==> src/rtl/dt_pkg.sv <==
// Shared types and sizing for the two-pass distance-transform scan controller.
package dt_pkg;

  localparam int IMG_DIM_MAX = 128;
  localparam int PIX_W       = 14;
  localparam int STI_W       = 10;

  typedef enum logic [2:0] {
    ST_IDLE,
    ST_FWD,
    ST_TURN,
    ST_BWD,
    ST_FIN
  } dt_state_e;

  // ROM words pack 16 pixels with the lowest raster index in bit 15.
  function automatic logic [3:0] msb_bit_sel(input logic [3:0] lo);
    return 4'd15 - lo;
  endfunction

endpackage

==> src/rtl/dt_scan_cnt.sv <==
// Up/down pixel index counter with synchronous load, enable and terminal flag.
module dt_scan_cnt
  import dt_pkg::*;
#(
  parameter logic [PIX_W-1:0] LAST = '1
) (
  input  logic             clk,
  input  logic             reset,
  input  logic             load,
  input  logic             en,
  input  logic             up,
  input  logic [PIX_W-1:0] load_val,
  output logic [PIX_W-1:0] cnt,
  output logic             term
);

  always_ff @(posedge clk or posedge reset) begin
    if (reset) begin
      cnt <= '0;
    end else if (load) begin
      cnt <= load_val;
    end else if (en) begin
      cnt <= up ? cnt + PIX_W'(1) : cnt - PIX_W'(1);
    end
  end

  // Terminal depends on direction: top of image going up, zero going down.
  assign term = up ? (cnt == LAST) : (cnt == '0);

endmodule

==> src/rtl/dt_scan_ctrl.sv <==
// Two-pass raster scan controller: forward pass reads the binary image,
// backward pass re-reads the result RAM; addresses follow the pixel index.
module dt_scan_ctrl
  import dt_pkg::*;
#(
  parameter int IMG_DIM = 128
) (
  input  logic        clk,
  input  logic        reset,
  input  logic        start,
  input  logic        stall,
  output logic        busy,
  output logic        done,
  output logic        pass,
  output logic        pix_valid,
  output logic [13:0] pix_idx,
  output logic        edge_l,
  output logic        edge_r,
  output logic        edge_t,
  output logic        edge_b,
  output logic        sti_rd,
  output logic [9:0]  sti_addr,
  output logic [3:0]  bit_sel,
  output logic        res_rd,
  output logic        res_wr,
  output logic [13:0] res_addr
);

  localparam int               LOG2     = $clog2(IMG_DIM);
  localparam logic [PIX_W-1:0] LAST_IDX = PIX_W'(IMG_DIM * IMG_DIM - 1);
  localparam logic [PIX_W-1:0] LAST_RC  = PIX_W'(IMG_DIM - 1);

  dt_state_e        state;
  logic             scanning;
  logic             cnt_load;
  logic             cnt_en;
  logic             cnt_up;
  logic             term;
  logic [PIX_W-1:0] row;
  logic [PIX_W-1:0] col;

  assign scanning  = (state == ST_FWD) || (state == ST_BWD);
  assign pix_valid = scanning && !stall;
  assign cnt_load  = (state == ST_IDLE) && start;
  assign cnt_up    = (state == ST_FWD);
  // The index parks on the terminal value so TURN and FIN see it unchanged.
  assign cnt_en    = pix_valid && !term;

  dt_scan_cnt #(
    .LAST(LAST_IDX)
  ) u_cnt (
    .clk     (clk),
    .reset   (reset),
    .load    (cnt_load),
    .en      (cnt_en),
    .up      (cnt_up),
    .load_val('0),
    .cnt     (pix_idx),
    .term    (term)
  );

  always_ff @(posedge clk or posedge reset) begin
    if (reset) begin
      state <= ST_IDLE;
    end else begin
      case (state)
        ST_IDLE: if (start) state <= ST_FWD;
        ST_FWD:  if (pix_valid && term) state <= ST_TURN;
        ST_TURN: state <= ST_BWD;
        ST_BWD:  if (pix_valid && term) state <= ST_FIN;
        ST_FIN:  state <= ST_IDLE;
        default: state <= ST_IDLE;
      endcase
    end
  end

  assign busy   = (state != ST_IDLE);
  assign done   = (state == ST_FIN);
  assign pass   = (state == ST_TURN) || (state == ST_BWD);
  assign sti_rd = pix_valid && (state == ST_FWD);
  assign res_rd = pix_valid && (state == ST_BWD);
  assign res_wr = pix_valid;

  // Upper index bits stay zero for small images, so row/col need no masking beyond this.
  assign row    = pix_idx >> LOG2;
  assign col    = pix_idx & LAST_RC;
  assign edge_l = (col == '0);
  assign edge_r = (col == LAST_RC);
  assign edge_t = (row == '0);
  assign edge_b = (row == LAST_RC);

  assign sti_addr = pix_idx[13:4];
  assign bit_sel  = msb_bit_sel(pix_idx[3:0]);
  assign res_addr = pix_idx;

endmodule

==> config.mk <==
export PLATFORM = sky130hd
export DESIGN_NAME = dt_scan_ctrl
export DESIGN_NICKNAME = d
export VERILOG_FILES = /design/src/rtl/dt_pkg.sv /design/src/rtl/dt_scan_cnt.sv /design/src/rtl/dt_scan_ctrl.sv
export SDC_FILE = /design/constraint.sdc
export NUM_CORES = 1
export LEC_CHECK = 0
export BUFFER_PORTS_ARGS = -buffer_cell sky130_fd_sc_hd__buf_2
export CORE_ASPECT_RATIO = 1.1
export CORE_MARGIN = 2
export CORE_UTILIZATION = 54
export DETAILED_ROUTE_END_ITERATION = 10
export PLACE_DENSITY = 0.95
export REMOVE_ABC_BUFFERS = 1
export SYNTH_ARGS = -nofsm -noshare
export SYNTH_HDL_FRONTEND = slang
export SYNTH_SLANG_ARGS = --single-unit
export TNS_END_PERCENT = 20
==> constraint.sdc <==
create_clock -name clk -period 7.32 [get_ports clk]
set_clock_uncertainty 0.15 [all_clocks]
set_input_delay 0.732 -clock clk [delete_from_list [all_inputs] [get_ports clk]]
set_output_delay 0.732 -clock clk [all_outputs]
set_load 0.02 [all_outputs]
# Word-level counts from Yosys, hierarchy flattened

Cells that the tools add are included.

Memories kept: 0
Latch bits: 0
Register bits after elaboration: 17
Bits of input ports: 4
RAM bits: 0
Bits in read-only memories: 0
Output and inout bits: 53

Add/subtract/negate cells: 3
Magnitude comparators: 0
Reduce and logical (&&, ||, !) cells: 17
Bitwise gates (word level): 0
Divide/modulo/power cells: 0
Equality and inequality tests: 10
Shift-type cells: 0
Multiplexer cells: 8
Multiply operators: 0

Operators by type and width:

| operator                | number |
|---|---|
| $logic_not A14 Y1       | 3 |
| $mux W14                | 3 |
| $add A14 B1 Y14 const B | 1 |
| $eq A14 B14 Y1 const B  | 1 |
| $eq A7 B7 Y1 const B    | 2 |
| $sub A14 B1 Y14 const B | 1 |
| $pmux W3 S4             | 1 |
| $mux W3                 | 3 |
| $eq A3 B2 Y1 const B    | 2 |
| $logic_and A1 B1 Y1     | 6 |
| $ne A2 B2 Y1 const B    | 2 |
| $sub A4 B4 Y4 const A   | 1 |
| $eq A3 B1 Y1 const B    | 1 |
| $eq A3 B3 Y1 const B    | 1 |
| $logic_not A3 Y1        | 1 |
| $reduce_and A3 Y1       | 1 |
| $reduce_bool A3 Y1      | 1 |
| $logic_not A1 Y1        | 2 |
| $logic_or A1 B1 Y1      | 2 |
| $ne A2 B1 Y1 const B    | 1 |
| $reduce_bool A2 Y1      | 1 |
| $mux W1                 | 1 |

# Depth between registers and ports, before layout

Depth in word-level cells: 6
Gate-level depth with buffers: 10
Depth with buffers taken out: 9

# Cells and area by module

Synthesis repeated with hierarchy kept, for this count alone.

Cells, all modules: 213
Area total of the unflattened synthesis: 1744.2 um^2

Modules (own cells, without submodules):

| module       | times used | cells each | area each (um^2) | seq. area each (um^2) |
|---|---|---|---|---|
| dt_scan_cnt  | 1          | 153        | 1287.5           | 350.3 |
| dt_scan_ctrl | 1          | 60         | 456.7            | 75.1 |

# Least setup slack after synthesis

No wires, ideal clock.

Kind: register to register
Start point: reg state[1]
End point: reg u_cnt.cnt[13]
Setup time: 67 ps
Data arrival time: 3074 ps
Cell stages (with the launch flop): 11
Path buffers: 1
Setup slack: 4029 ps
Data required time: 7103 ps
Cells stage by stage: dfrtp_1 or3b_1 clkbuf_1 ha_1 and3_1 a221o_1 a41oi_2 a21boi_1 or4_1 a31o_1 nand3_2

Cells in the longest elaborated chain, start to end: 5

Ends and longest elaborated chain:

| item                                                           | RTL line                               | source |
|---|---|---|
| from (decl)                                                    | dt_scan_ctrl.sv:33                     | `dt_state_e state;` |
| from (signal assigned)                                         | dt_scan_ctrl.sv:64                     | `state <= ST_IDLE;` |
| from (signal assigned)                                         | dt_scan_ctrl.sv:67                     | `ST_IDLE: if (start) state <= ST_FWD;` |
| from (signal assigned)                                         | dt_scan_ctrl.sv:68                     | `ST_FWD: if (pix_valid && term) state <= ST_TURN;` |
| $eq A3 B1 Y1 / $eq A3 B2 Y1 (equally long branches)            | dt_scan_ctrl.sv:42, dt_scan_ctrl.sv:45 |  |
| $mux W1 / $logic_or A1 B1 Y1 (equally long branches)           | dt_scan_cnt.sv:28, dt_scan_ctrl.sv:42  |  |
| $logic_not A1 Y1 / $logic_and A1 B1 Y1 (equally long branches) | dt_scan_ctrl.sv:47, dt_scan_ctrl.sv:43 |  |
| $logic_and A1 B1 Y1                                            | dt_scan_ctrl.sv:47                     | `assign cnt_en = pix_valid && !term;` |
| $reduce_bool A2 Y1 (no line)                                   | n/a                                    |  |
| to (signal assigned)                                           | dt_scan_cnt.sv:21                      | `cnt <= load_val;` |
| to (signal assigned)                                           | dt_scan_cnt.sv:23                      | `cnt <= up ? cnt + PIX_W'(1) : cnt - PIX_W'(1);` |
| to (decl)                                                      | dt_scan_cnt.sv:13                      | `output logic [PIX_W-1:0] cnt,` |

Parallel ways exist; a longest one is shown, timed or not. The select of a mux whose other input is x is not followed.
A chain may end at the register's enable or synchronous reset.

# Final worst setup path

Ends and elaborated chain as after synthesis.

==> key figures <==
Critical path
  • Critical Path Sink Type: flop
  • WP data required: 7.41 ns
  • CP Cell Sequence: or3b_1 > ha_1 > a21o_1 > a221o_1 > a41oi_2 > a21boi_1 > or4_1 > a31o_1 > nand3_2
  • Startpoint types: flop
  • Slowest Stage Delay on Critical Path: 0.73 ns
  • Critical Path Fanout Max: 22
  • CP arrival: 3.60 ns
  • Slowest CP cell: or3b_1
  • Critical path class: flop to flop

Clock network
  • Worst skew pair latency: 0.29 ns
  • Clock buffer depth: 2
  • CTS tree: yes
  • CTS HTree Levels: 1
  • Clock slew at reported path FFs: 0.11 ns
  • Postcts setup bufs: 0
  • Hold buffers post-CTS: 0
  • Num CTS Buffers: 3
  • Clock root cell: clkbuf_4
  • Sink Count: 17
  • PostCTS Resize Cnt: 0

Placed design
  • Global placement routability congestion: 0.960
  • IO buf count: 56
  • Placed cell areas: 1680 um^2
  • Cells after DPL: 242
  • HPWL Detailed: 2.55 mm

Synth
  • Post-synth top area share: 27.2%
  • Synth Warn #: 0
  • Mapped Cells: 182
  • Post-synth EDFFs: 0
  • Unique masters post-synth: 41
  • Post-synth ARST share: 100%
  • Synth cell count leaders: buf_4 (26), nand3_1 (18), dfrtp_1 (17)
  • Synthesized flop and latch total: 17
  • Synthesized area per cell: 8.59 um^2
  • Primary FF master, synth: dfrtp_1
  • Post-synthesis cell area: 1560 um^2
  • Seq/Total Area, Yosys: 27.2%
  • Dominant cells by area after synthesis: dfrtp_1 (27%), buf_4 (12%), ha_1 (11%)
  • Most common cell in the netlist: buf_4
  • Cell accounting for the most synthesized area: dfrtp_1

Routing
  • M1 WL: 1.54 mm
  • Post-route ant nets: 0
  • Met2 routed WL: 1.63 mm
  • 1st-pass router iterations: 4
  • Vias post-DR: 1427
  • Detailed Route Iter0 Violations: 36
  • Wire length on met3: 165 um
  • DRC Markers: 0
  • Routed wire per std cell: 13.9 um
  • Uppermost layer routed: met4
  • Final Routed Wirelength: 3.41 mm
  • Routed vias/inst: 5.80

Timing
  • Fmax: 285 MHz
  • Least-Margin Pin Slew: 0.755 ns
  • Sum Neg Setup Slack: 0 ns
  • Hold slack: 0.365 ns
  • Tmin final: 3.51 ns
  • Final setup vio count: 0
  • Final hold violation count: 0
  • RSZ-0062 raised after global routing: no
  • Fin crit share: 47.9%
  • Max Slew Vio Count: 0
  • Relative slew slack: 49.7%

Floorplan
  • CORE AREA: 2750 um^2
  • Rows: 20
  • Total die area: 3340 um^2
  • Ports: 57
  • Chip height: 60.4 um
  • Die X: 55.3 um
  • Initial Util: 56.8%

Cells and area
  • Non-Filler Instances: 246
  • Ratio of cells with drive above 1 in the final layout: 30.0%
  • Final net count: 233
  • Final Cell Area: 1700 um^2
  • Area of the multi-input gates: 907 um^2
  • Ant diodes: 0
  • Register area: 425 um^2
  • Fillers: 251
  • Synth-to-layout area growth: 9.05%

Pwr
  • Net Sw Frac: 55.0%
  • Reg power frac: 25.5%
  • VDD IR max: 0.000257 V
  • Net load switching power: 422 uW
  • Pint: 345 uW
  • LEAKAGE: 0.000933 uW
  • Pwr dens: 450 nW/um^2
  • Combinational Power Share: 67.8%
  • Clock share of power: 6.8%

Flow run
  • Max Cap Viol: 0

Hold path
  • Hold Path Class: input port to asynchronous set/reset pin

GRT
  • Vias in the first global route: 1254
  • Initial antenna violation count: 0
  • Pin count of the biggest net entering global routing: 27
  • First-pass GRT wire length: 5.47 mm
  • Global-route usage over all layers: 20.6%
  • GRT overflow: 0

Outcome
  • Status: finished, final reports clean
## layout by cell type, fill, tap and decap left out, drive strengths merged, types with 3 or more instances in the layout
cell type and count:
ha 14, and2 3, xnor2 5, or4 3, nor3 6, buf 56, xor2 5, nand4 3
clkbuf 3, dfrtp 17, and3 3, o21ai 14, nor2 11, a21o 7, nand3 19, a21oi 6
inv 6, nand2 6
## registers in the layout, indices dropped and copies added (netlist names)
| register | count |
|---|---|
| u_cnt.cnt | 14 |
| state | 3 |
## metal layers
metal / vias to the layer above / GRT usage [%]
met4: 0 / 11.8
met1: 663 / 26.6
met5: - / 0
met2: 51 / 34.7
met3: 9 / 1.71
li1: 704 / -
## worst paths after layout
kind | startpoint | to | slack, ns | depth (start not counted)
worst max-delay path | state[1]$_DFFE_PP0P_ | u_cnt.cnt[13]$_DFFE_PP0P_ | 3.81 | 9
worst min-delay path | reset | u_cnt.cnt[0]$_DFFE_PP0P_ | 0.36 | 2
worst max register to register | state[1]$_DFFE_PP0P_ | u_cnt.cnt[13]$_DFFE_PP0P_ | 3.81 | 9
worst min register to register | state[2]$_DFFE_PP0P_ | state[1]$_DFFE_PP0P_ | 0.43 | 1
max in group asynchronous | reset | u_cnt.cnt[8]$_DFFE_PP0P_ | 6.23 | 2
min in group clk | state[2]$_DFFE_PP0P_ | state[1]$_DFFE_PP0P_ | 0.43 | 1
## stage by stage
step           utilization, %  setup WS, ns  power [uW]
4_1_cts                  61.9          3.80         771
6_report                 61.9          3.81         767
3_3_place_gp             60.9          3.90         701
2_1_floorplan               -          4.10         555
5_1_grt                  61.9          3.55         828
3_5_place_dp             60.9          3.82         717
## logic make-up after synthesis
logic type / after synthesis / share of synthesized area, %
multiplexers: 1 / 0.641
XOR/XNOR: 10 / 5.60
AO/OA/AOI/OAI: 39 / 16.9
adder cells (fa/ha/maj): 15 / 12.5
flip-flops: 17 / 27.2
buffers and inverters: 35 / 14.7
AND/OR/NAND/NOR: 65 / 22.4
## final cells by class
type | instances | share of cell area, %
Sequential cell | 17 | 25.0
Clock inverter | 1 | 0.294
Clock buffer | 3 | 1.32
Inverter | 6 | 1.32
Tap cell | 33 | 2.42
Timing Repair Buffer | 56 | 16.4
Multi-Input combinational cell | 130 | 53.2
## worst max-delay path, delay by kind of cell, from the launching register on
| kind | cells | cell delay, ns |
|---|---|---|
| flip-flops | 1 | 0.46 |
| adder cells (fa/ha/maj) | 1 | 0.46 |
| AND/OR/NAND/NOR | 3 | 1.23 |
| AO/OA/AOI/OAI | 5 | 1.14 |
## power groups by stage
stage	Clock, uW	Combinational [uW]	Sequential, uW
2_1_floorplan	0	250	306
3_3_place_gp	0	508	193
3_5_place_dp	0	520	197
4_1_cts	55.1	521	195
5_1_grt	59.6	563	205
6_report	51.9	519	195
Note: power is estimated with default switching activity, not from simulation.
